==> config.mk <==
export PLATFORM = sky130hd
export DESIGN_NAME = wb_scoreboard
export DESIGN_NICKNAME = d
export VERILOG_FILES = /design/src/rtl/wb_scoreboard_pkg.sv /design/src/rtl/wb_fifo.sv /design/src/rtl/wb_scoreboard.sv
export SDC_FILE = /design/constraint.sdc
export NUM_CORES = 1
export LEC_CHECK = 0
export ABC_AREA = 1
export CORE_MARGIN = 5
export CORE_UTILIZATION = 35
export DETAILED_ROUTE_END_ITERATION = 8
export PLACE_DENSITY = 0.69
export REMOVE_ABC_BUFFERS = 1
export SLEW_MARGIN = 20
export SYNTH_ARGS = -nofsm -noshare
export SYNTH_HDL_FRONTEND = slang
export SYNTH_HIERARCHICAL = 1
export SYNTH_SLANG_ARGS = --single-unit
export TNS_END_PERCENT = 1
==> constraint.sdc <==
create_clock -name clk -period 8.4 [get_ports clk]
set_input_delay 0.84 -clock clk [delete_from_list [all_inputs] [get_ports clk]]
set_output_delay 0.84 -clock clk [all_outputs]
set_load 0.01 [all_outputs]
==> src/rtl/wb_scoreboard_pkg.sv <==
// wb_scoreboard_pkg: shared CPU writeback types and constants.
package wb_scoreboard_pkg;
  localparam int XLEN = 32;
  localparam int REG_AW = 5;
  localparam int NREGS = 32;

  typedef struct packed {
    logic [REG_AW-1:0] rd;
    logic [XLEN-1:0]   data;
  } wb_entry_t;

  function automatic logic [NREGS-1:0] reg_onehot(input logic [REG_AW-1:0] r);
    return NREGS'(1) << r;
  endfunction
endpackage

==> src/rtl/wb_fifo.sv <==
// wb_fifo: in-order synchronous FIFO of arbitrary entry type, no empty bypass.
module wb_fifo #(
  parameter int  DEPTH = 2,
  parameter type T     = logic
) (
  input  logic                       clk,
  input  logic                       rst_n,
  input  logic                       push_i,
  input  T                           data_i,
  input  logic                       pop_i,
  output T                           data_o,
  output logic                       full_o,
  output logic                       empty_o,
  output logic [$clog2(DEPTH):0]     count_o
);
  localparam int AW = $clog2(DEPTH);
  localparam int CW = AW + 1;

  T               mem_q [DEPTH];
  logic [AW-1:0]  wptr_q, wptr_d, rptr_q, rptr_d;
  logic [CW-1:0]  cnt_q, cnt_d;
  logic           do_push, do_pop;

  always_comb begin
    full_o  = cnt_q == CW'(DEPTH);
    empty_o = cnt_q == '0;
    do_push = push_i & !full_o;
    do_pop  = pop_i & !empty_o;
    wptr_d  = do_push ? wptr_q + 1'b1 : wptr_q;
    rptr_d  = do_pop ? rptr_q + 1'b1 : rptr_q;
    cnt_d   = cnt_q + CW'(do_push) - CW'(do_pop);
  end

  always_ff @(posedge clk or negedge rst_n) begin
    if (!rst_n) begin
      wptr_q <= '0;
      rptr_q <= '0;
      cnt_q  <= '0;
    end else begin
      wptr_q <= wptr_d;
      rptr_q <= rptr_d;
      cnt_q  <= cnt_d;
    end
  end

  always_ff @(posedge clk) begin
    if (do_push) mem_q[wptr_q] <= data_i;
  end

  assign data_o  = mem_q[rptr_q];
  assign count_o = cnt_q;
endmodule

==> src/rtl/wb_scoreboard.sv <==
// wb_scoreboard: merges ALU and queued long-latency results onto the register
// file write port and tracks busy destinations of outstanding long ops.
module wb_scoreboard #(
  parameter int XLEN     = wb_scoreboard_pkg::XLEN,
  parameter int LQ_DEPTH = 2
) (
  input  logic            clk,
  input  logic            rst_n,
  input  logic            i_alu_valid,
  input  logic [4:0]      i_alu_rd,
  input  logic [XLEN-1:0] i_alu_data,
  input  logic            i_lng_issue,
  input  logic [4:0]      i_lng_issue_rd,
  input  logic            i_lng_valid,
  output logic            o_lng_ready,
  input  logic [4:0]      i_lng_rd,
  input  logic [XLEN-1:0] i_lng_data,
  input  logic [4:0]      i_chk_rs1,
  input  logic [4:0]      i_chk_rs2,
  input  logic [4:0]      i_chk_rd,
  output logic            o_hazard,
  output logic [31:0]     o_busy,
  output logic            o_wr_en,
  output logic [4:0]      o_wr_addr,
  output logic [XLEN-1:0] o_wr_data
);
  import wb_scoreboard_pkg::*;

  localparam int CW = $clog2(LQ_DEPTH) + 1;

  wb_entry_t         head, lng_in;
  logic              full, empty, acc, push, pop;
  logic [CW-1:0]     count;
  logic              wr_en_q, wr_en_d;
  logic [REG_AW-1:0] wr_addr_q, wr_addr_d;
  logic [XLEN-1:0]   wr_data_q, wr_data_d;
  logic [NREGS-1:0]  busy_q, busy_d, set_m, clr_m;

  wb_fifo #(.DEPTH(LQ_DEPTH), .T(wb_entry_t)) u_lq (
    .clk     (clk),
    .rst_n   (rst_n),
    .push_i  (push),
    .data_i  (lng_in),
    .pop_i   (pop),
    .data_o  (head),
    .full_o  (full),
    .empty_o (empty),
    .count_o (count)
  );

  assign o_lng_ready = !full;

  // ALU owns the port whenever valid, even with rd==0, so the queue waits.
  always_comb begin
    lng_in.rd   = i_lng_rd;
    lng_in.data = i_lng_data;
    acc         = i_lng_valid & o_lng_ready;
    push        = acc & (i_lng_rd != '0);
    pop         = !empty & !i_alu_valid;
    wr_en_d     = i_alu_valid ? (i_alu_rd != '0) : pop;
    wr_addr_d   = i_alu_valid ? i_alu_rd : head.rd;
    wr_data_d   = i_alu_valid ? i_alu_data : head.data;
    set_m       = (i_lng_issue && i_lng_issue_rd != '0) ? reg_onehot(i_lng_issue_rd) : '0;
    clr_m       = pop ? reg_onehot(head.rd) : '0;
    busy_d      = ((busy_q & ~clr_m) | set_m) & ~NREGS'(1);
  end

  always_ff @(posedge clk or negedge rst_n) begin
    if (!rst_n) begin
      wr_en_q   <= 1'b0;
      wr_addr_q <= '0;
      wr_data_q <= '0;
      busy_q    <= '0;
    end else begin
      wr_en_q   <= wr_en_d;
      wr_addr_q <= wr_addr_d;
      wr_data_q <= wr_data_d;
      busy_q    <= busy_d;
    end
  end

  assign o_wr_en   = wr_en_q;
  assign o_wr_addr = wr_addr_q;
  assign o_wr_data = wr_data_q;
  assign o_busy    = busy_q;
  assign o_hazard  = busy_q[i_chk_rs1] | busy_q[i_chk_rs2] | busy_q[i_chk_rd];

`ifndef SYNTHESIS
  always @(posedge clk) begin
    if (rst_n) begin
      assert (!(i_alu_valid && i_alu_rd != '0 && busy_q[i_alu_rd]))
        else $error("ALU write to busy register x%0d", i_alu_rd);
      assert (!(i_lng_issue && i_lng_issue_rd != '0 && busy_q[i_lng_issue_rd]))
        else $error("long op issued to busy register x%0d", i_lng_issue_rd);
      assert (!(acc && i_lng_rd != '0 && !busy_q[i_lng_rd]))
        else $error("long result for non-busy register x%0d", i_lng_rd);
      assert (count <= CW'(LQ_DEPTH))
        else $error("queue occupancy overflow %0d", count);
    end
  end
`endif
endmodule

==> Implementation_results.wiki <==
{| class="wikitable"
! Metric !! Value
|-
| Leakage power || 0.00401 uW
|-
| Average instance area after synthesis || 8.71 um^2
|-
| Endpoint of the most critical register-to-register path || o_busy[1]$_DFF_PN0_
|-
| Maximum number of pins on one net before global-route repair || 74
|-
| Launch instance of the worst register-to-register path || u_lq/rptr_q$_DFFE_PN0P_
|-
| Largest clock skew in the final design || approximately 0.0093 ns
|-
| Setup violators final || 0
|-
| Hold Startpoint || u_lq/wptr_q$_DFFE_PN0P_
|-
| Most numerous cell types in the synthesized netlist || 352 x nand2_1, 78 x nand3_1, 74 x edfxtp_1
|-
| Share of the clock period used by the worst path || 48.6%
|-
| Hold Violations, Final || 0
|-
| Async SR Flop Fraction || 49.7%
|-
| Result of the run || completed
|-
| Top cell type's share of synthesized area || 32.5%
|-
| Max-Slew Margin vs Limit || between 30% and 40%
|-
| Iter 0 DRT Violations || approximately 390
|-
| Count of TritonRoute iterations in the first routing pass || 5
|-
| Mean number of vias per cell || 4.88
|-
| Hold-fix buffer count after cts || 0
|-
| Netlist Area Pre-Place || 0.00684 mm^2
|-
| Fill cell instance count of the final layout || 1806
|-
| Number of enable-type register cells in the synthesized netlist || 74
|-
| End of the worst hold path || u_lq/wptr_q$_DFFE_PN0P_
|-
| Crit path arrival time || 3.24 ns
|-
| Slew at the pin closest to its max-slew limit || approximately 0.95 ns
|-
| Placed instance area || 0.00867 mm^2
|-
| Start point of the critical path || i_chk_rd[0]
|-
| WHS Path Cells || 2
|-
| Worst setup path class || primary input to output port
|-
| Syn. warnings || 6
|-
| Placer congestion estimate || around 0.9
|-
| Worst ir drop on vdd || 0.169 mV
|-
| FF-to-FF path depth || 8
|-
| Routed Antenna Nets || 0
|-
| Count of pins on the block boundary || 171
|-
| Buffer depth of the longest clock path || 2
|-
| Share of synthesized area occupied by flip-flops and latches || 59.2%
|-
| Via count of the first global-routing pass || 5813
|-
| Crit end category || output port
|-
| DR WL/cell || 16.4 um
|-
| Leading register cell type out of synthesis || edfxtp_1
|-
| Total power of the final layout || ~2900 uW
|-
| Row count || 51
|-
| Synthesis-to-finish area growth || 35.1%
|-
| Floorplan die area || 0.0224 mm^2
|-
| Count of cells resized by post-cts repair || 0
|-
| Time the final worst path needs with I/O delays and setup || 4.08 ns
|-
| Sort of element at the start of the critical path || primary input
|-
| Hold/Removal Path Class || flop to flop
|-
| Wirelength, routed || 20.0 mm
|-
| Final non-filler cell area || 0.00924 mm^2
|-
| Area of the placeable core || between 0.015 and 0.02 mm^2
|-
| Number of distinct standard cells referenced by the synthesized netlist || 31
|-
| # DRC || 0
|-
| Ranking of synthesized cells by area || edfxtp_1 32%, dfrtp_1 27%, nand2_1 19%, nand3_1 5.7%, o21ai_0 3.9%
|-
| CTS tree || done
|-
| Sum Neg Setup Slack || 0 ns
|-
| # Post-CTS Setup Buffers || 0
|-
| Share of cells above drive strength 1 || 4.30%
|-
| HPWL after DPL || around 14 mm
|-
| Max_cap viols || 0
|-
| Wire length of the first global-routing pass || 31.4 mm
|-
| Number of buffer cells added on primary ports || about 170
|-
| Clock sinks || ~150
|-
| Antenna violations before repair || 0
|-
| Nets@finish || 1042
|-
| Worst EP required || 7.56 ns
|-
| Setup repair after global routing missed its margin || false
|-
| Clock Root Buffer || clkbuf_16
|-
| Clock-pin slew on the worst setup and hold paths || 0.06 ns
|-
| Cells after Synth || around 790
|-
| Die outline height || 150 um
|-
| Critical Path Fanout Max || 21
|-
| H-tree depth reported by CTS || 4
|-
| Most used standard cell by instance count after synthesis || nand2_1
|-
| Count of pins over their slew limit || 0
|-
| Starting utilization of the core area || 35.4%
|-
| Synth area leader || edfxtp_1
|-
| Power density cells || about 310 mW/mm^2
|-
| Timing-limited maximum frequency || between 0.2 and 0.25 GHz
|-
| DR vias || 5957
|-
| Number of buffers created by CTS || 17
|-
| Clock latency of the later-clocked register in the worst-skew pair || 0.41 ns
|-
| GRT Overall Usage || 18.1%
|-
| Remaining Overflow, GRT || 0
|-
| Register-to-register path setup slack || ~6.0 ns
|-
| Width of the chip || 150 um
|-
| Seq cells post-synth || 147
|}
==> cell usage in the layout (no fill, tap or decap) <==
cell type / count
o21ai_0: 53
bufinv_16: 2
inv_2: 3
ha_1: 2
edfxtp_1: 74
o31ai_1: 1
a32o_1: 1
clkinvlp_4: 5
nor2_2: 2
nor4_1: 2
inv_6: 1
nand2_1: 352
clkdlybuf4s50_1: 168
diode_2: 2
dfrtp_1: 73
or3_1: 1
buf_12: 1
nor2_4: 1
inv_1: 53
a31oi_1: 1
a22oi_1: 1
nand3b_1: 1
o311ai_0: 1
clkbuf_16: 17
clkinv_4: 2
nand4_1: 15
buf_4: 4
inv_4: 2
o211ai_1: 1
o21ai_1: 10
clkinv_1: 4
nand3_1: 78
a21oi_1: 1
nor2_1: 10
conb_1: 1
clkinv_2: 1
nor3_1: 8
==> worst max path at each step <==
stage                                 end  cells past startpoint
2_1_floorplan  u_lq/mem_q[1][0]$_DFFE_PP_                      5
3_3_place_gp                     o_hazard                     10
3_5_place_dp                     o_hazard                     10
4_1_cts                          o_hazard                     10
5_1_grt                          o_hazard                     11
6_report                         o_hazard                     10
==> stage by stage <==
| step | utilization (%) | std cells | setup slack [ns] | hold slack [ns] |
|---|---|---|---|---|
| after floorplan | - | 749 | 5.22 | 0.442 |
| after global placement | 44.7 | 1186 | 4.37 | 0.453 |
| after detailed placement | 44.8 | 1187 | 4.34 | 0.463 |
| after CTS | 47.8 | 1218 | 4.33 | 0.476 |
| after global routing | 47.8 | 1218 | 4.09 | 0.547 |
| final | 47.8 | 1220 | 4.32 | 0.483 |
==> flip-flops by register name (all words and copies together), names as in the netlist <==
register and flops:
o_wr_data 32, o_busy 31, u_lq/wptr_q 1, u_lq/mem_q 74
o_wr_en 1, o_wr_addr 5, u_lq/rptr_q 1, u_lq/count_o 2
==> worst max-delay path: stages <==
cell,delay (ns)
clkdlybuf4s50_1,0.90
inv_1,0.34
nand2_1,0.14
nand3_1,0.07
nand3_1,0.10
nand3_1,0.09
nand3_1,0.07
nand2_1,0.06
nand3_1,0.07
clkdlybuf4s50_1,0.55
==> power by group <==
group | internal (uW) | total, uW | switching (uW)
Combinational | 431 | 1020 | 585
Clock | 433 | 718 | 286
Sequential | 986 | 1180 | 190
Total | 1850 | 2910 | 1060
==> kinds of logic (layout without fill, tap and decap cells) <==
| group | after synthesis | after routing | synth area share, % |
|---|---|---|---|
| AOI/OAI and AO/OA | 70 | 70 | 5.38 |
| adders and majority gates | 2 | 2 | 0.366 |
| buffers and inverters | 95 | 263 | 6.83 |
| DFF | 147 | 147 | 59.2 |
| other | 1 | 3 | 0.0548 |
| and+or+nand+nor | 470 | 470 | 28.2 |
==> routing by layer <==
| layer | GRT usage (%) | wire, um |
|---|---|---|
| met5 | 0 | 0 |
| met4 | 5.58 | 365 |
| met3 | 7.15 | 2350 |
| met2 | 29.0 | 9280 |
| met1 | 22.6 | 8050 |
==> layout make-up <==
class,instances,area [um^2],area share [%]
Sequential cell,147,4050,43.8
Inverter,59,226,2.45
Tap cell,265,332,3.59
Clock buffer,17,425,4.60
Timing Repair Buffer,173,1730,18.7
Multi-Input combinational cell,543,2330,25.2
Clock inverter,14,140,1.52
Antenna cell,2,5.00,0.0542
(Power assumes the default switching activity.)
